==> src/rtl/march_bist_controller_pkg.sv <==
// Shared definitions for the March C- BIST sequencer: FSM states, element
// indices and the per-element configuration record.
package march_bist_controller_pkg;

    typedef enum logic [2:0] {
        S_IDLE,
        S_INIT,
        S_RD,
        S_CMP,
        S_WR,
        S_DONE
    } state_t;

    localparam int NUM_ELEMS = 6;
    localparam int ELEM_W    = 3;

    typedef logic [ELEM_W-1:0] elem_idx_t;

    localparam elem_idx_t ELEM_E0   = 3'd0;
    localparam elem_idx_t ELEM_E1   = 3'd1;
    localparam elem_idx_t ELEM_E2   = 3'd2;
    localparam elem_idx_t ELEM_E3   = 3'd3;
    localparam elem_idx_t ELEM_E4   = 3'd4;
    localparam elem_idx_t ELEM_E5   = 3'd5;
    localparam elem_idx_t LAST_ELEM = ELEM_E5;

    localparam logic DIR_UP   = 1'b1;
    localparam logic DIR_DOWN = 1'b0;

    // One march element: direction, which ops it performs, the background
    // expected on reads and the background written.
    typedef struct packed {
        logic dir;
        logic has_rd;
        logic has_wr;
        logic exp_bit;
        logic wr_bit;
    } elem_cfg_t;

    // E0 up(w0)
    localparam elem_cfg_t E0_CFG = '{dir: DIR_UP,   has_rd: 1'b0, has_wr: 1'b1, exp_bit: 1'b0, wr_bit: 1'b0};
    // E1 up(r0,w1)
    localparam elem_cfg_t E1_CFG = '{dir: DIR_UP,   has_rd: 1'b1, has_wr: 1'b1, exp_bit: 1'b0, wr_bit: 1'b1};
    // E2 up(r1,w0)
    localparam elem_cfg_t E2_CFG = '{dir: DIR_UP,   has_rd: 1'b1, has_wr: 1'b1, exp_bit: 1'b1, wr_bit: 1'b0};
    // E3 down(r0,w1)
    localparam elem_cfg_t E3_CFG = '{dir: DIR_DOWN, has_rd: 1'b1, has_wr: 1'b1, exp_bit: 1'b0, wr_bit: 1'b1};
    // E4 down(r1,w0)
    localparam elem_cfg_t E4_CFG = '{dir: DIR_DOWN, has_rd: 1'b1, has_wr: 1'b1, exp_bit: 1'b1, wr_bit: 1'b0};
    // E5 up(r0)
    localparam elem_cfg_t E5_CFG = '{dir: DIR_UP,   has_rd: 1'b1, has_wr: 1'b0, exp_bit: 1'b0, wr_bit: 1'b0};

endpackage

==> src/rtl/march_bist_controller_element_rom.sv <==
// Combinational lookup of the March C- element table.
module march_element_rom
    import march_bist_controller_pkg::*;
(
    input  elem_idx_t i_elem,
    output elem_cfg_t o_cfg
);

    // Decode the element index into its direction/op/background record.
    always_comb begin
        // NOTE: default first so unlisted indices cannot infer a latch.
        o_cfg = '0;
        case (i_elem)
            ELEM_E0: o_cfg = E0_CFG;
            ELEM_E1: o_cfg = E1_CFG;
            ELEM_E2: o_cfg = E2_CFG;
            ELEM_E3: o_cfg = E3_CFG;
            ELEM_E4: o_cfg = E4_CFG;
            ELEM_E5: o_cfg = E5_CFG;
            default: o_cfg = '0;
        endcase
    end

endmodule

==> src/rtl/march_bist_controller.sv <==
// March C- memory-BIST sequencer. Drives an external address generator and
// the memory under test, compares read data against the element background
// and reports done/fail plus the first failing address.
module march_bist_controller
    import march_bist_controller_pkg::*;
#(
    parameter int AD_W         = 4,
    parameter int D_W          = 8,
    parameter bit STOP_ON_FAIL = 1'b0
) (
    input  logic            clk,
    input  logic            reset_n,
    input  logic            start,
    output logic            busy,
    output logic            done,
    output logic            fail,
    output logic [AD_W-1:0] fail_addr,
    output logic            ag_reset,
    output logic            ag_preset,
    output logic            ag_en,
    output logic            ag_up_down,
    input  logic            ag_carry,
    input  logic [AD_W-1:0] ag_address,
    output logic            mem_we,
    output logic            mem_re,
    output logic [D_W-1:0]  mem_wdata,
    input  logic [D_W-1:0]  mem_rdata
);

    state_t          r_state;
    elem_idx_t       r_elem;
    logic            r_last_q;
    logic            r_fail;
    logic [AD_W-1:0] r_fail_addr;

    elem_cfg_t       w_cfg;
    logic            w_last_op;
    logic            w_is_last;
    logic            w_step;
    logic            w_mismatch;
    state_t          w_adv_state;
    elem_idx_t       w_adv_elem;

    march_element_rom u_rom (
        .i_elem (r_elem),
        .o_cfg  (w_cfg)
    );

    // The last op of an address is WR, or CMP for a read-only element.
    assign w_last_op  = (r_state == S_WR) || ((r_state == S_CMP) && !w_cfg.has_wr);
    // Carry is a one-cycle pulse at the start of the final address; last_q holds it.
    assign w_is_last  = ag_carry | r_last_q;
    assign w_step     = w_last_op && !w_is_last;
    assign w_mismatch = (mem_rdata != {D_W{w_cfg.exp_bit}});

    // Where to go once the final address of an element has been handled.
    assign w_adv_state = (r_elem == LAST_ELEM) ? S_DONE : S_INIT;
    assign w_adv_elem  = (r_elem == LAST_ELEM) ? r_elem : elem_idx_t'(r_elem + elem_idx_t'(1));

    // Sequencer FSM, final-address flag and sticky fail capture.
    always_ff @(posedge clk or negedge reset_n) begin
        if (!reset_n) begin
            r_state     <= S_IDLE;
            r_elem      <= ELEM_E0;
            r_last_q    <= 1'b0;
            r_fail      <= 1'b0;
            r_fail_addr <= '0;
        end else begin
            // NOTE: non-blocking throughout, so later assignments in this
            // block (e.g. INIT clearing last_q) override earlier ones cleanly.
            if (w_step) begin
                r_last_q <= 1'b0;
            end else if (ag_carry && busy) begin
                r_last_q <= 1'b1;
            end

            case (r_state)
                S_IDLE: begin
                    if (start) begin
                        r_fail      <= 1'b0;
                        r_fail_addr <= '0;
                        r_elem      <= ELEM_E0;
                        r_state     <= S_INIT;
                    end
                end
                S_INIT: begin
                    r_last_q <= 1'b0;
                    r_state  <= w_cfg.has_rd ? S_RD : S_WR;
                end
                S_RD: begin
                    r_state <= S_CMP;
                end
                S_CMP: begin
                    if (w_mismatch) begin
                        r_fail <= 1'b1;
                        if (!r_fail) begin
                            r_fail_addr <= ag_address;
                        end
                    end
                    if (w_mismatch && STOP_ON_FAIL) begin
                        r_state <= S_DONE;
                    end else if (w_cfg.has_wr) begin
                        r_state <= S_WR;
                    end else if (w_is_last) begin
                        r_state <= w_adv_state;
                        r_elem  <= w_adv_elem;
                    end else begin
                        r_state <= S_RD;
                    end
                end
                S_WR: begin
                    if (w_is_last) begin
                        r_state <= w_adv_state;
                        r_elem  <= w_adv_elem;
                    end else begin
                        r_state <= w_cfg.has_rd ? S_RD : S_WR;
                    end
                end
                S_DONE: begin
                    r_state <= S_IDLE;
                end
                default: begin
                    r_state <= S_IDLE;
                end
            endcase
        end
    end

    // Moore decodes of state/element; direction is driven only while busy
    // so IDLE/DONE present all-zero outputs.
    assign busy       = (r_state != S_IDLE) && (r_state != S_DONE);
    assign done       = (r_state == S_DONE);
    assign fail       = r_fail;
    assign fail_addr  = r_fail_addr;
    assign ag_reset   = (r_state == S_INIT) && (w_cfg.dir == DIR_UP);
    assign ag_preset  = (r_state == S_INIT) && (w_cfg.dir == DIR_DOWN);
    assign ag_en      = w_step;
    assign ag_up_down = busy && w_cfg.dir;
    assign mem_re     = (r_state == S_RD);
    assign mem_we     = (r_state == S_WR);
    assign mem_wdata  = (r_state == S_WR) ? {D_W{w_cfg.wr_bit}} : '0;

endmodule

==> config.mk <==
export PLATFORM = sky130hd
export DESIGN_NAME = march_bist_controller
export DESIGN_NICKNAME = d
export VERILOG_FILES = /design/src/rtl/march_bist_controller_pkg.sv /design/src/rtl/march_bist_controller_element_rom.sv /design/src/rtl/march_bist_controller.sv
export SDC_FILE = /design/constraint.sdc
export NUM_CORES = 1
export LEC_CHECK = 0
export CAP_MARGIN = 25
export CORE_MARGIN = 4
export CORE_UTILIZATION = 43
export CTS_CLUSTER_SIZE = 25
export DETAILED_ROUTE_END_ITERATION = 10
export PLACE_DENSITY = 0.79
export SLEW_MARGIN = 20
export SYNTH_ARGS = -nofsm -noshare
export SYNTH_HDL_FRONTEND = slang
export SYNTH_SLANG_ARGS = --single-unit
==> constraint.sdc <==
create_clock -name clk -period 2.3 [get_ports clk]
set_input_delay 0.46 -clock clk [delete_from_list [all_inputs] [get_ports clk]]
set_output_delay 0.46 -clock clk [all_outputs]
set_load 0.01 [all_outputs]
==> metrics.md <==
| Metric | Value |
|---|---|
| Outcome | `completed` |
| Worst-path maximum fanout | `5` |
| Syn-to-layout area delta | `54.9%` |
| Drt total wl | `~2700 um` |
| Routed vias/inst | `5.47` |
| Ports | `37` |
| Synth Flop Type | `dfrtp_1` |
| N_diodes | `0` |
| Number of global-route vias before repair | `953` |
| Core Util, Final | `72.3%` |
| CTS H-tree lvls | `1` |
| Period utilization | `99.3%` |
| Final #Nets | `172` |
| Die span in y | `approximately 55 um` |
| Synth warn | `0` |
| Sink Count | `12` |
| Pwr dens | `1040 nW/um2` |
| Hold EP | `fail_addr[3]` |
| CP Launch Type | `flip-flop` |
| R2R cell count | `7` |
| Leading cell type in the layout, fill and taps excluded | `clkdlybuf4s50_1` |
| Clk_lat worst skew | `0.28 ns` |
| RSZ-0062 raised after global routing | `true` |
| CP Data Required Time | `1.84 ns` |
| Final HPWL DP | `2100 um` |
| Reg2reg end | `fail_addr[0]` |
| CP Class | `reg -> out` |
| Netlist Area Pre-Place | `about 950 um2` |
| Buffers added on ports | `36` |
| Post-synth EDFFs | `0` |
| Slew headroom | `63.3%` |
| Core Box Area | `2040 um2` |
| Cells after Synth | `103` |
| Routed WL per cell | `15.4 um` |
| Layout cells sized above 1 | `between 20% and 30%` |
| TritonCTS Buffers | `3` |
| Reg-to-reg slack, setup | `between 0.3 and 0.4 ns` |
| Reg2reg start | `r_elem[1]` |
| Largest net degree at the start of global routing | `13` |
| Clock transition at path regs | `about 0.070 ns` |
| Total power draw | `1540 uW` |
| Initial antenna violation count | `0` |
| Largest area contributor in the netlist | `dfrtp_1` |
| Post-Syn Nets | `124` |
| Die area | `3030 um2` |
| DP Area | `1370 um2` |
| Slew Limit Fails | `0` |
| DRT antenna net count | `0` |
| Hold WC Path Type | `reg -> reg` |
| Worst setup EP type | `primary output` |
| # setup viols final | `0` |
| Yosys reg bits | `12` |
| Top cells by area, synth | `dfrtp_1, ha_1, buf_4` |
| Most frequent cells in the layout | `clkdlybuf4s50_1, buf_4, dfrtp_1, nor2_1, dlygate4sd2_1` |
| Hold Path Stages | `1` |
| Non-filler cells, final | `177` |
| Initial Util | `46.7%` |
| VDD IR max | `0.000640 V` |
| DRT Pass-1 Iters | `4` |
| Post-route cell area | `1480 um2` |
| CTS tree | `yes` |
| Total GRT Usage | `between 20% and 30%` |
| GPL Wtd Cong | `0.963` |
| Row cnt | `16` |
| Hold bufs inserted after CTS | `0` |
| Unique masters post-synth | `40` |
| Tightest Pin Transition | `0.549 ns` |
| Fill count | `172` |
| Min Clock Period, post-route | `2.28 ns` |
| Crit path arrival time | `1.82 ns` |
| Max Fclk | `438 MHz` |
| Die width | `55.1 um` |
| Placed Instances | `168` |
| Number of buffers on the longest clock path | `2` |
| Final hold violations | `0` |
| DRC | `0` |
| Final hold slack | `just over 0.5 ns` |
| Number of max-cap violations | `0` |
| Starting DRT DRC Count | `33` |
| Clock root buffer | `clkbuf_4` |
| First-pass GRT wire length | `about 4500 um` |
| Mean post-synth cell area | `9.26 um2` |
| Worst clock skew | `0.00679 ns` |
| Share of the synthesized area in the top cell type | `31.5%` |
| Hold Startpoint | `fail_addr[3]` |
| Async set-reset flop share out of synthesis | `100%` |
| Total grt overflow | `0` |
| Pleak | `0.000701 uW` |
| Routed vias | `968` |
| Seq/Total Area, Yosys | `31.5%` |
==> power breakdown <==
group          switching (uW)  internal (uW)  total, uW
registers                68.4            281        349
logic                     482            534       1020
clock network            74.0           96.3        170
==> state kept, by name (all words and copies together) (netlist names) <==
signal,flops
r_elem,3
fail_addr,4
fail,1
r_last_q,1
r_state,3
==> critical path, cell delays in order (launching register included) <==
cell           delay (ns)
dfrtp_1              0.41
buf_4                0.14
ha_1                 0.20
ha_4                 0.19
a21oi_4              0.12
nor2_2               0.07
buf_4                0.14
dlygate4sd2_1        0.28
==> synthesized netlist by cell type, types with 3 or more instances <==
cell,number
a22o_1,5
o21ai_0,3
dfrtp_1,12
ha_1,5
inv_1,5
nand3b_1,3
a21oi_1,6
nor2_1,9
mux2i_1,3
buf_4,7
nand2_1,6
nand2b_1,3
==> cell families (layout without fill, tap and decap cells) <==
kind of cell	Yosys count	in the layout	synth area share [%]
muxes	5	5	6.69
and+or+nand+nor	37	37	21.9
AOI/OAI and AO/OA	29	29	24.4
adders and majority gates	5	5	6.56
buffers and inverters	15	62	8.92
DFF	12	12	31.5
==> per-layer routing <==
| metal | GRT usage, % | routed length, um | vias to the layer above |
|---|---|---|---|
| met5 | 0 | 0 | - |
| met4 | 6.48 | 16 | 0 |
| met3 | 4.83 | 140 | 2 |
| met2 | 35.8 | 1440 | 32 |
| met1 | 25.8 | 1130 | 465 |
| li1 | - | - | 469 |
==> how the worst max path moves through the flow <==
stage	from	end	slack, ns	cells after the start
2_1_floorplan	r_state[1]	mem_wdata[1]	0.39	5
3_3_place_gp	ag_carry	ag_en	0.02	4
3_5_place_dp	r_elem[0]	mem_wdata[6]	-0.008	5
4_1_cts	r_elem[1]	ag_en	0.008	7
5_1_grt	r_elem[1]	mem_wdata[2]	-0.06	7
6_report	r_elem[1]	mem_wdata[1]	0.02	7
==> per-stage QoR <==
stage | setup WS (ns) | TNS, ns
final | 0.0168 | 0
after global routing | -0.0559 | -0.256
after CTS | 0.00752 | 0
after detailed placement | -0.00761 | -0.00913
after global placement | 0.0238 | 0
after floorplan | 0.388 | 0
==> cell type report <==
class                   count  area (um2)  area share (%)
well taps                  27        33.8            2.29
flip-flops and latches     12         300            20.3
multi-input cells          76         603            40.8
repair buffers             53         484            32.8
clock buffers               4        36.3            2.46
inverters                   5        18.8            1.27
==> timing repair <==
action	4_1_cts	5_1_grt
gates resized for setup	15	11
cloned	0	0
setup endpoints to repair	10	5
pin swaps	0	1
setup buffers	4	1
Power figures use the tool's default switching activity.
